<file path="src/rtl/mydemux_10bit_reg_pkg.sv">
// Shared constants and types for the registered 1:2 word demultiplexer.
// Holds the default widths, the channel select encoding and the slot state type.
package mydemux_10bit_reg_pkg;

   localparam int DATA_W_DEF = 10;
   localparam int CNT_W_DEF  = 8;

   localparam logic CH1 = 1'b0;
   localparam logic CH2 = 1'b1;

   typedef enum logic {
      EMPTY = 1'b0,
      FULL  = 1'b1
   } slot_state_t;

endpackage

</file>
<file path="src/rtl/mydemux_slot.sv">
// Single-entry valid/ready holding register feeding one output channel.
// Optional per-slot accept counter is built only when MYDEMUX_COUNT_EN is defined.
module mydemux_slot
   import mydemux_10bit_reg_pkg::*;
#(
   parameter int DATA_W = DATA_W_DEF,
   parameter int CNT_W  = CNT_W_DEF
) (
   input  logic              clk,
   input  logic              rst,
   input  logic              accept,
   input  logic [DATA_W-1:0] word,
   output logic [DATA_W-1:0] data,
   output logic              valid,
   input  logic              ready,
   output logic              room,
   output logic [CNT_W-1:0]  count
);

   slot_state_t state;
   slot_state_t state_next;

   always_ff @(posedge clk or posedge rst) begin
      if (rst) begin
         state <= EMPTY;
      end else begin
         state <= state_next;
      end
   end

   // An accept always wins, so a drain and refill in one cycle keeps the slot full.
   always_comb begin
      state_next = state;
      if (accept) begin
         state_next = FULL;
      end else if (state == FULL && ready) begin
         state_next = EMPTY;
      end
   end

   assign valid = (state == FULL);
   assign room  = (state == EMPTY) || ready;

   always_ff @(posedge clk or posedge rst) begin
      if (rst) begin
         data <= '0;
      end else if (accept) begin
         data <= word;
      end
   end

`ifdef MYDEMUX_COUNT_EN
   always_ff @(posedge clk or posedge rst) begin
      if (rst) begin
         count <= '0;
      end else if (accept) begin
         count <= count + 1'b1;
      end
   end
`else
   assign count = '0;
`endif

endmodule

</file>
<file path="src/rtl/mydemux_10bit_reg.sv">
// Registered 1:2 demultiplexer: steers each accepted word into one of two slots.
// Per-channel word counters are present only when MYDEMUX_COUNT_EN is defined.
module mydemux_10bit_reg
   import mydemux_10bit_reg_pkg::*;
#(
   parameter int DATA_W = DATA_W_DEF,
   parameter int CNT_W  = CNT_W_DEF
) (
   input  logic              clk,
   input  logic              rst,
   input  logic [DATA_W-1:0] in_data,
   input  logic              in_select,
   input  logic              in_valid,
   output logic              in_ready,
   output logic [DATA_W-1:0] out1_data,
   output logic              out1_valid,
   input  logic              out1_ready,
   output logic [DATA_W-1:0] out2_data,
   output logic              out2_valid,
   input  logic              out2_ready,
   output logic [CNT_W-1:0]  out1_count,
   output logic [CNT_W-1:0]  out2_count
);

   logic room1;
   logic room2;
   logic accept1;
   logic accept2;

   // Readiness depends only on the addressed slot, so a stalled channel never blocks the other.
   assign in_ready = (in_select == CH1) ? room1 : room2;
   assign accept1  = in_valid && in_ready && (in_select == CH1);
   assign accept2  = in_valid && in_ready && (in_select == CH2);

   mydemux_slot #(
      .DATA_W (DATA_W),
      .CNT_W  (CNT_W)
   ) slot1 (
      .clk    (clk),
      .rst    (rst),
      .accept (accept1),
      .word   (in_data),
      .data   (out1_data),
      .valid  (out1_valid),
      .ready  (out1_ready),
      .room   (room1),
      .count  (out1_count)
   );

   mydemux_slot #(
      .DATA_W (DATA_W),
      .CNT_W  (CNT_W)
   ) slot2 (
      .clk    (clk),
      .rst    (rst),
      .accept (accept2),
      .word   (in_data),
      .data   (out2_data),
      .valid  (out2_valid),
      .ready  (out2_ready),
      .room   (room2),
      .count  (out2_count)
   );

endmodule
</file>
<file path="config.mk">
export PLATFORM = sky130hd
export DESIGN_NAME = mydemux_10bit_reg
export DESIGN_NICKNAME = d
export VERILOG_FILES = /design/src/rtl/mydemux_10bit_reg_pkg.sv /design/src/rtl/mydemux_slot.sv /design/src/rtl/mydemux_10bit_reg.sv
export SDC_FILE = /design/constraint.sdc
export NUM_CORES = 1
export LEC_CHECK = 0
export ABC_AREA = 1
export CAP_MARGIN = 20
export CORE_MARGIN = 2
export CORE_UTILIZATION = 35
export CTS_CLUSTER_DIAMETER = 40
export CTS_CLUSTER_SIZE = 20
export DETAILED_ROUTE_END_ITERATION = 8
export GPL_TIMING_DRIVEN = 0
export HOLD_SLACK_MARGIN = 0.06
export PLACE_DENSITY = 0.75
export SYNTH_ARGS = -nofsm -noshare
export SYNTH_HDL_FRONTEND = slang
export SYNTH_SLANG_ARGS = --single-unit
</file>
<file path="constraint.sdc">
create_clock -name clk -period 0.9 [get_ports clk]
set_input_delay 0.135 -clock clk [delete_from_list [all_inputs] [get_ports clk]]
set_output_delay 0.135 -clock clk [all_outputs]
set_load 0.01 [all_outputs]
</file>
* Word level (Yosys, flattened, before mapping)
Index checks and enable logic that the tools add are counted.
Cells by class: add/subtract/negate cells 0, multipliers 0, divide/modulo/power cells 0, $lt $le $gt $ge 0, equal/unequal tests 0, shifts and indexed selects 0, muxes and demuxes 5, bitwise operators 3, reductions and logical operators 9
Operator list (number):
- logical AND 1 bit | 5
- two-way mux 1 bit | 5
- nonzero test 2 bit | 2
- NOT 1 bit | 3
- logical OR 1 bit | 2
Word-level totals: register bits after elaboration 22, bits in latches 0, RAM bits 0, memory bits (read-only) 0, input bits 16, output and inout port bits 39, memories kept 0

* Logic depth before layout (Yosys ltp)
depth in word-level cells 6, depth in mapped cells 6, mapped depth without buffers 5

* Modules after synthesis
Synthesis repeated with hierarchy kept, for this count alone.
Second synthesis, totals: cells, all modules 121, area total of the unflattened synthesis 1009.7 um^2
Modules (own cells, without submodules):
- mydemux_slot | instances 2, cells each 57, area each 489.2 um^2
- mydemux_10bit_reg | instances 1, cells each 7, area each 31.3 um^2

* Worst setup path after synthesis
Ideal clock, no wire load.
path type reg-to-output, from register slot2.state (netlist: slot2.valid), to output in_ready, arrival time 0.827 ns, slack -0.062 ns, stages on the path, launching flop included 5, buffers on the path 1, cell sequence dfrtp_1 > nand2_2 > buf_2 > nand2_1 > nand2_1
On the way: word-level cells in the longest chain between the ends 3
Ends and longest elaborated chain:
- start: declaration | line mydemux_slot.sv:20 | slot_state_t state;
- start signal: assignment | line mydemux_slot.sv:27 | state <= state_next;
- NOT 1 bit | line mydemux_slot.sv:42 | assign room = (state == EMPTY) || ready;
- logical OR 1 bit | line mydemux_slot.sv:42
- two-way mux 1 bit | line mydemux_10bit_reg.sv:31 | assign in_ready = (in_select == CH1) ? room1 : room2;
- end: declaration | line mydemux_10bit_reg.sv:14 | output logic in_ready,
Every way passes these cells.

* Final worst setup path
Ends and elaborated chain as after synthesis.

==> impl_metrics.py <==
metrics = {
    "finish": {
        "seqCellArea_um2": 551,
        "multi_input_area_um2": 439,
        "insertedDiodeCount": 0,
        "final_nets": 216,
        "drive_gt1_share_pct": 44.7,
        "area_growth_pct": 63.8,
        "nFillCells": 256,
    },
    "worst_setup_path": {
        "crit_type": "flip-flop to output pin",
        "cpMostUsedCell": "nand2_2",
        "crit_chain": "nand2_2, buf_6, nand2_2, nand2_2, buf_6",
        "critPathCaptureType": "output pin",
        "reg2reg_from": "slot1.valid$_DFFE_PP0P_",
        "crit_slowest_cell": "dfrtp_1",
        "critPathMaxFanout": 2,
        "worstRegToRegCells": 7,
        "required_ns": 0.76,
        "rrSetupSlack_ns": -0.23,
        "arrival_ns": 1.11,
        "max_stage_delay_ns": 0.41,
        "startpoint_type": "flip-flop",
        "reg2reg_to": "slot1.data[2]$_DFFE_PP0P_",
    },
    "logic_synthesis": {
        "yosysSeqAreaShare_pct": 51.8,
        "synth.distinct_cells": 11,
        "ys_warn_count": 0,
        "synthesis.area_um2": 1060,
        "avgSynthCellArea_um2": 8.85,
        "ys_ff_latch": 22,
        "synth_cells": 120,
    },
    "clocking": {
        "root_buffer": "clkbuf_4",
        "cts_buffer_depth": 2,
        "hold_buffers": 0,
        "htreeDepth": 1,
        "path_clk_slew_ns": 0.12,
        "clock_sinks": 22,
        "clk_latency_ns": 0.31,
        "cts_tree": "done",
        "cts_inserted_buffers": 3,
    },
    "power_and_ir_drop": {
        "power_frac_clock_pct": 19.9,
        "internal_power_uw": 1870,
        "combPwrFrac_pct": 34.6,
        "p_leak_uw": 0.000975,
        "power.share.switching_pct": 30.7,
        "power_switching_uw": 829,
        "ir_worst_vdd_uv": 646,
        "power_frac_seq_pct": 45.4,
        "powerDensity_nw_per_um2": 1550,
    },
    "routing": {
        "wirelength_mm": 3.14,
        "vias": 1088,
        "drc_errors": 1,
        "drt-initial-drc-count": 45,
        "final_antenna_net_count": 0,
        "drtPass1Iterations": 6,
        "wl_per_cell_um": 13.7,
        "via_per_inst": 4.73,
    },
    "sta": {
        "hold_violations": 0,
        "slew_viol_final": 0,
        "finalSetupTns_ns": -6.78,
        "fmax_ghz": 0.804,
        "rsz0062_at_grt": "true",
        "finalCriticalPeriod_ns": 1.24,
        "fin_hold_ws_ns": 0.178,
        "setup_violations": 45,
        "layout_setup_ws_ns": -0.344,
        "fin_crit_sh_pct": 138,
        "clock_skew_ns": 0.00375,
    },
    "die": {
        "die-area_um2": 3490,
        "start_util_pct": 37.5,
        "pin_count": 55,
        "row_count": 19,
        "core_area_um2": 2830,
        "fp.dieH_um": 59.1,
        "fp.dieW_um": 59.1,
    },
    "global_route": {
        "grt-ovfl-total": 0,
        "grt_usage_pct": 18.7,
        "grt_pass1_wl_mm": 4.79,
        "grt_pass1_vias": 1026,
        "antenna_found_initial": 0,
        "grt_max_degree": 23,
    },
    "run_status": {
        "status": "finished with violations",
        "violations": "DRC, setup timing",
    },
    "placement": {
        "dp_hpwl_mm": 2.07,
        "gp_congestion": 0.854,
        "numPortBuffers": 38,
    },
    "job": {
        "cap_violations": 0,
    },
    "hold_path": {
        "hold_class": "input pin to asynchronous set/reset pin",
    },
}
-- power by group through the flow --
stage	Sequential (uW)	Clock (uW)	Combinational [uW]
CTS	1220	545	818
floorplan	1310	0	312
finish	1230	538	936
global placement	1240	0	820
global route	1240	596	1020
detailed placement	1250	0	838
-- repair_timing --
action / in CTS / in global routing
pin swaps: 2 / 4
endpoints found under the setup margin: 41 / 67
gates resized for setup: 97 / 23
cloned: 2 / 0
setup buffers: 13 / 7
-- flip-flops by register name, summed over array words and instances, names as in the netlist --
name and count:
slot1.data 10, slot1.valid 1, slot2.valid 1, slot2.data 10
-- worst max-delay path, delay by kind of cell, from the launching register on --
| family | cells | cell delay, ns |
|---|---|---|
| flip-flops | 1 | 0.41 |
| AND/OR/NAND/NOR | 3 | 0.20 |
| buffers and inverters | 2 | 0.20 |
-- routing by layer --
layer / share of wire, % / vias up / global-route usage [%]
li1: - / 521 / -
met1: 39 / 486 / 24.2
met2: 48 / 74 / 30.3
met3: 10 / 7 / 4.15
met4: 2.2 / 0 / 7.79
met5: 0 / - / 0
-- Yosys cell counts --
| master | count | share of area [%] |
|---|---|---|
| inv_1 | 4 | 1.4 |
| nand4_1 | 20 | 12 |
| buf_4 | 19 | 13 |
| nand2_2 | 1 | 0.59 |
| conb_1 | 1 | 0.35 |
| nand3_1 | 1 | 0.47 |
| nand2_1 | 46 | 16 |
| dfrtp_1 | 22 | 52 |
| nand3_2 | 1 | 0.94 |
| buf_6 | 1 | 1.1 |
| buf_2 | 4 | 1.9 |
-- layout by cell type, fill, tap and decap left out, drive strengths merged --
cell type / n
inv: 3
clkdlybuf4s50: 14
buf: 69
clkinvlp: 1
conb: 16
dfrtp: 22
dlygate4sd2: 1
clkbuf: 4
nand2: 47
nand4: 20
nand3: 2
-- metrics by stage --
step / power (uW) / cell area (um2) / setup WS (ns) / std cells / utilization [%]
global route: 2870 / 1740 / -0.402 / 230 / 61.5
CTS: 2580 / 1620 / -0.366 / 223 / 57.1
floorplan: 1620 / 1140 / -0.0188 / 135 / -
finish: 2700 / 1740 / -0.344 / 230 / 61.5
detailed placement: 2080 / 1560 / -0.823 / 204 / 55.1
global placement: 2060 / 1560 / -0.807 / 204 / 55.1
-- cell families after synthesis --
| kind of cell | after synthesis | synth area share [%] |
|---|---|---|
| DFF | 22 | 51.8 |
| other | 1 | 0.353 |
| buffers and inverters | 28 | 17.8 |
| and+or+nand+nor | 69 | 30.0 |
-- cell type report --
class,count,share of cell area [%]
tap,31,2.23
clock buffer,4,2.08
multi-input combinational,85,25.2
inverter,4,1.08
buffer,24,10.9
sequential,22,31.6
timing repair buffer,60,26.8
-- worst max-delay path by stage --
stage,start,endpoint,depth (start not counted),slack (ns)
after global placement,in_select,in_ready,5,-0.81
after CTS,slot1.valid$_DFFE_PP0P_,in_ready,5,-0.37
after detailed placement,in_select,in_ready,5,-0.82
after floorplan,slot2.valid$_DFFE_PP0P_,slot2.data[0]$_DFFE_PP0P_,5,-0.02
final,slot2.valid$_DFFE_PP0P_,in_ready,5,-0.34
after global routing,slot2.valid$_DFFE_PP0P_,in_ready,5,-0.40
Note: power is estimated with default switching activity, not from simulation.
